--- src/rtl/spram_arbiter.sv ---
// Round-robin arbiter sharing one SB_SPRAM256KA between two valid/ready requesters,
// with idle-driven STANDBY entry and a timed wake-up before service resumes.
module spram_arbiter #(
  parameter int IDLE_CYCLES = 16,
  parameter int WAKE_CYCLES = 2
) (
  input  logic        clk,
  input  logic        rst,
  input  logic        req_valid_0,
  output logic        req_ready_0,
  input  logic        req_we_0,
  input  logic [13:0] req_addr_0,
  input  logic [15:0] req_wdata_0,
  input  logic [3:0]  req_mask_0,
  output logic        rsp_valid_0,
  output logic [15:0] rsp_rdata_0,
  input  logic        req_valid_1,
  output logic        req_ready_1,
  input  logic        req_we_1,
  input  logic [13:0] req_addr_1,
  input  logic [15:0] req_wdata_1,
  input  logic [3:0]  req_mask_1,
  output logic        rsp_valid_1,
  output logic [15:0] rsp_rdata_1,
  output logic [13:0] ram_addr,
  output logic [15:0] ram_datain,
  output logic [3:0]  ram_maskwren,
  output logic        ram_wren,
  output logic        ram_cs,
  output logic        ram_standby,
  output logic        ram_sleep,
  output logic        ram_poweroff,
  input  logic [15:0] ram_dataout,
  output logic        lp_state
);

  typedef enum logic [1:0] {ACTIVE, STANDBY, WAKE} state_e;

  localparam logic [15:0] IDLE_LIMIT = 16'(IDLE_CYCLES);
  localparam logic [15:0] WAKE_INIT  = 16'(WAKE_CYCLES);

  state_e      state_q, state_d;
  logic        rr_q, rr_d;
  logic [15:0] idle_q, idle_d;
  logic [15:0] wake_q, wake_d;
  logic [1:0]  pend_q, pend_d;
  logic [15:0] rdata0_q, rdata0_d;
  logic [15:0] rdata1_q, rdata1_d;
  logic        gnt_0, gnt_1, any_valid;

  assign any_valid = req_valid_0 | req_valid_1;

  // rr_q names the port that wins the next tie; it flips away from whoever was just granted.
  always_comb begin
    gnt_0 = 1'b0;
    gnt_1 = 1'b0;
    if (state_q == ACTIVE && !rst) begin
      if (req_valid_0 && (!req_valid_1 || !rr_q)) begin
        gnt_0 = 1'b1;
      end else if (req_valid_1) begin
        gnt_1 = 1'b1;
      end
    end
    rr_d = rr_q;
    if (gnt_0) begin
      rr_d = 1'b1;
    end else if (gnt_1) begin
      rr_d = 1'b0;
    end
    pend_d = {gnt_1 & ~req_we_1, gnt_0 & ~req_we_0};
  end

  always_comb begin
    req_ready_0  = gnt_0;
    req_ready_1  = gnt_1;
    ram_cs       = gnt_0 | gnt_1;
    ram_addr     = '0;
    ram_datain   = '0;
    ram_maskwren = '0;
    ram_wren     = 1'b0;
    if (gnt_0) begin
      ram_addr     = req_addr_0;
      ram_datain   = req_wdata_0;
      ram_maskwren = req_mask_0;
      ram_wren     = req_we_0;
    end else if (gnt_1) begin
      ram_addr     = req_addr_1;
      ram_datain   = req_wdata_1;
      ram_maskwren = req_mask_1;
      ram_wren     = req_we_1;
    end
    ram_standby  = (state_q == STANDBY);
    ram_sleep    = 1'b0;
    ram_poweroff = 1'b1;
    lp_state     = (state_q != ACTIVE);
  end

  // The SPRAM presents read data the cycle after capture, so it is forwarded straight through.
  always_comb begin
    rsp_valid_0 = pend_q[0] & ~rst;
    rsp_valid_1 = pend_q[1] & ~rst;
    rdata0_d    = rsp_valid_0 ? ram_dataout : rdata0_q;
    rdata1_d    = rsp_valid_1 ? ram_dataout : rdata1_q;
    rsp_rdata_0 = rdata0_d;
    rsp_rdata_1 = rdata1_d;
  end

  always_comb begin
    state_d = state_q;
    idle_d  = idle_q;
    wake_d  = wake_q;
    case (state_q)
      ACTIVE: begin
        if (any_valid || pend_q != 2'b00) begin
          idle_d = '0;
        end else if (IDLE_CYCLES != 0 && idle_q == IDLE_LIMIT) begin
          state_d = STANDBY;
          idle_d  = '0;
        end else if (idle_q != IDLE_LIMIT) begin
          idle_d = idle_q + 16'd1;
        end
      end
      STANDBY: begin
        if (any_valid) begin
          state_d = WAKE;
          wake_d  = WAKE_INIT;
        end
      end
      WAKE: begin
        if (wake_q <= 16'd1) begin
          wake_d  = '0;
          state_d = ACTIVE;
        end else begin
          wake_d = wake_q - 16'd1;
        end
      end
      default: begin
        state_d = ACTIVE;
        wake_d  = '0;
      end
    endcase
  end

  always_ff @(posedge clk) begin
    if (rst) begin
      state_q  <= ACTIVE;
      rr_q     <= 1'b0;
      idle_q   <= '0;
      wake_q   <= '0;
      pend_q   <= '0;
      rdata0_q <= '0;
      rdata1_q <= '0;
    end else begin
      state_q  <= state_d;
      rr_q     <= rr_d;
      idle_q   <= idle_d;
      wake_q   <= wake_d;
      pend_q   <= pend_d;
      rdata0_q <= rdata0_d;
      rdata1_q <= rdata1_d;
    end
  end

endmodule

--- config.mk ---
export PLATFORM = sky130hd
export DESIGN_NAME = spram_arbiter
export DESIGN_NICKNAME = d
export VERILOG_FILES = /design/src/rtl/spram_arbiter.sv
export SDC_FILE = /design/constraint.sdc
export NUM_CORES = 1
export LEC_CHECK = 0
export CORE_MARGIN = 4
export CORE_UTILIZATION = 40
export CTS_CLUSTER_DIAMETER = 30
export DETAILED_ROUTE_END_ITERATION = 6
export GPL_TIMING_DRIVEN = 0
export PLACE_DENSITY_LB_ADDON = 0.25
export SYNTH_ARGS = -nofsm -noshare
export SYNTH_HDL_FRONTEND = slang
export SYNTH_SLANG_ARGS = --single-unit
--- constraint.sdc ---
create_clock -name clk -period 4.15 [get_ports clk]
set_clock_uncertainty 0.1 [all_clocks]
set_input_delay 0.83 -clock clk [delete_from_list [all_inputs] [get_ports clk]]
set_output_delay 0.83 -clock clk [all_outputs]
set_load 0.005 [all_outputs]
==> flow_metrics.env <==
export IMPL_hold_class="register to register"
export IMPL_ys_top_cells_by_area="dfxtp_1 (39%), mux2_2 (10%), a22o_1 (8.5%)"
export IMPL_ant_nets=0
export IMPL_hold_buffers=0
export IMPL_yosysUniqueCellTypes=48
export IMPL_clock_sinks=69
export IMPL_syn_inst=400
export IMPL_ys_warn_count=0
export IMPL_synth_top_cells_by_count="dfxtp_1 (69), nor2b_1 (37), a22o_1 (35)"
export IMPL_place_inst=671
export IMPL_ys_ff_latch=69
export IMPL_ys_seq_area_share_pct=38.51
export IMPL_post_dp_cell_area_um2=5354
export IMPL_drtIter0Drc=280
export IMPL_routed_wirelength_um=11020
export IMPL_portBuffers=163
export IMPL_core_area_um2=8721
export IMPL_dominantRegCellSynth="dfxtp_1"
export IMPL_path_max_fanout=10
export IMPL_end_kind="output pin"
export IMPL_finalSetupTns_ps=0
export IMPL_rows=34
export IMPL_wl_per_cell_um=16.07
export IMPL_synth_edf_count=0
export IMPL_syn2layout_area_growth_pct=55.46
export IMPL_drc_errors=0
export IMPL_syn_area_per_cell_um2=8.968
export IMPL_hold_viol_final=0
export IMPL_drive_above_1_share_pct=11.94
export IMPL_clock_path_buffers=2
export IMPL_final_area_um2=5577
export IMPL_grt_pass1_wl_um=17220
export IMPL_cap_violations=0
export IMPL_dpl_hpwl_um=8565
export IMPL_period_share_pct=94.91
export IMPL_grt_pass1_vias=3707
export IMPL_numCtsBuffers=9
export IMPL_cp_start_kind="input port"
export IMPL_r2r_slack_ps=1690
export IMPL_cts_tree="yes"
export IMPL_synth_most_common_cell="dfxtp_1"
export IMPL_syn_area_um2=3587
export IMPL_r2r_start="idle_q[0]$_SDFFE_PP0P_"
export IMPL_crit_end="rsp_rdata_0[13]"
export IMPL_chipHeight_um=102.7
export IMPL_finalCriticalPeriod_ps=3939
export IMPL_cts_root_buf="clkbuf_8"
export IMPL_antenna_found_initial=0
export IMPL_worst_pin_slew_ps=917.2
export IMPL_vias=3645
export IMPL_fin_nets=670
export IMPL_finalNonFillerCells=686
export IMPL_htree_levels=3
export IMPL_post_cts_resized=4
export IMPL_antenna_diode_count=0
export IMPL_clock_latency_ps=340
export IMPL_dieArea_um2=10550
export IMPL_fin_util_pct=63.95
export IMPL_arrival_ps=3010
export IMPL_io_pins=166
export IMPL_first_pass_iters=4
export IMPL_grt_usage_pct=20.54
export IMPL_routabilityCongestion=0.9258
export IMPL_synth_top_cell_by_area="dfxtp_1"
export IMPL_syn_nets=497
export IMPL_status="complete, no violations"
export IMPL_grt_ovfl_total=0
export IMPL_powerDensity_nw_per_um2=275.1
export IMPL_clk_pin_slew_worst_paths_ps=70
export IMPL_required_ps=3220
export IMPL_fmax_mhz=253.9
export IMPL_relSlewSlack_pct=38.38
export IMPL_drv_slew=0
export IMPL_r2r_end="idle_q[13]$_SDFFE_PP0P_"
export IMPL_cp_startpoint="rst"
export IMPL_start_util_pct=41.13
export IMPL_reg2reg_depth=9
export IMPL_die_w_um=102.7
export IMPL_path_class="input port to output pin"
export IMPL_setup_violations=0
export IMPL_vias_per_cell=5.313
export IMPL_ir_drop_mv=0.1574
export IMPL_leakage_nw=2.068
export IMPL_rsz0062_at_grt="no"
export IMPL_yosys_area_top_type_share_pct=38.51
export IMPL_synthArstFlopShare_pct=0
export IMPL_whs_ps=384.7
export IMPL_grt_max_degree=13
export IMPL_post_cts_buffers=0
[state kept, by name (all words and copies together), names as in the netlist]
register,cells
rdata0_q,16
idle_q,16
rdata1_q,16
rr_q,1
pend_q,2
wake_q,16
state_q,2
[layout make-up]
cell class	count	area, µm²
buffer	25	115.1
clock buffer	9	123.9
clock inverter	7	90.09
fill	757	3144
inverter	10	41.29
multi-input combinational	295	2058
sequential	69	1381
tap	108	135.1
timing repair buffer	163	1632
[layout by cell type, fill, tap and decap left out, types with 4 or more instances in the layout]
| master | count |
|---|---|
| a21oi_1 | 18 |
| a22o_1 | 35 |
| a31oi_1 | 4 |
| buf_2 | 7 |
| clkbuf_1 | 12 |
| clkbuf_2 | 4 |
| clkbuf_8 | 9 |
| clkdlybuf4s50_1 | 163 |
| dfxtp_1 | 69 |
| ha_1 | 7 |
| inv_1 | 9 |
| mux2_2 | 32 |
| nand2_1 | 18 |
| nand2b_1 | 10 |
| nand3_1 | 13 |
| nand4_1 | 7 |
| nand4b_1 | 4 |
| nor2_1 | 25 |
| nor2b_1 | 37 |
| nor3_1 | 16 |
| o21ai_0 | 11 |
| o31ai_1 | 4 |
| or3_1 | 4 |
| or4_1 | 7 |
| xor2_1 | 8 |
[report_power, final]
part	switching (W)	internal [W]	leakage, nW	total [W]
Combinational	0.0000883	0.000176	1.41	0.000264
Sequential	0.00000274	0.000669	0.557	0.000672
Clock	0.000262	0.000335	0.105	0.000598
Total	0.000354	0.00118	2.07	0.00153
[cell families after synthesis]
group / count (synthesis) / share of synthesized area [%]
AOI/OAI and AO/OA: 85 / 17.16
adders and majority gates: 7 / 2.441
and+or+nand+nor: 159 / 25.08
buffers and inverters: 36 / 4.115
DFF: 69 / 38.51
other: 2 / 0.2094
muxes: 32 / 10.05
xor gates and xnor gates: 10 / 2.442
[worst min-delay path by stage]
stage                            from           endpoint  slack [ps]  cells after the start
floorplan           rr_q$_SDFFE_PP0P_  rr_q$_SDFFE_PP0P_         350                      2
global placement    rr_q$_SDFFE_PP0P_  rr_q$_SDFFE_PP0P_         370                      2
detailed placement  rr_q$_SDFFE_PP0P_  rr_q$_SDFFE_PP0P_         380                      2
CTS                 rr_q$_SDFFE_PP0P_  rr_q$_SDFFE_PP0P_         390                      2
global route        rr_q$_SDFFE_PP0P_  rr_q$_SDFFE_PP0P_         420                      2
finish              rr_q$_SDFFE_PP0P_  rr_q$_SDFFE_PP0P_         380                      2
[metrics by stage]
stage | power (W) | setup slack [ps]
after floorplan | 0.0007733 | 1259
after global placement | 0.0009502 | -144.4
after detailed placement | 0.0009530 | -162.3
after CTS | 0.001544 | 31.74
after global routing | 0.001598 | 8.475
final | 0.001534 | 211.4
[worst max-delay path, stage by stage]
cell	delay [ps]
clkdlybuf4s50_1	610
nand2b_1	400
buf_2	330
mux2_2	380
clkdlybuf4s50_1	470
[metal layers]
layer	wire, µm	share of wire [%]	global-route usage, %
met1	4173	38	22.97
met2	5717	52	36.89
met3	966	8.8	7.510
met4	167	1.5	5.146
met5	0	0	0
No activity file was read; power rests on OpenSTA's default activity.
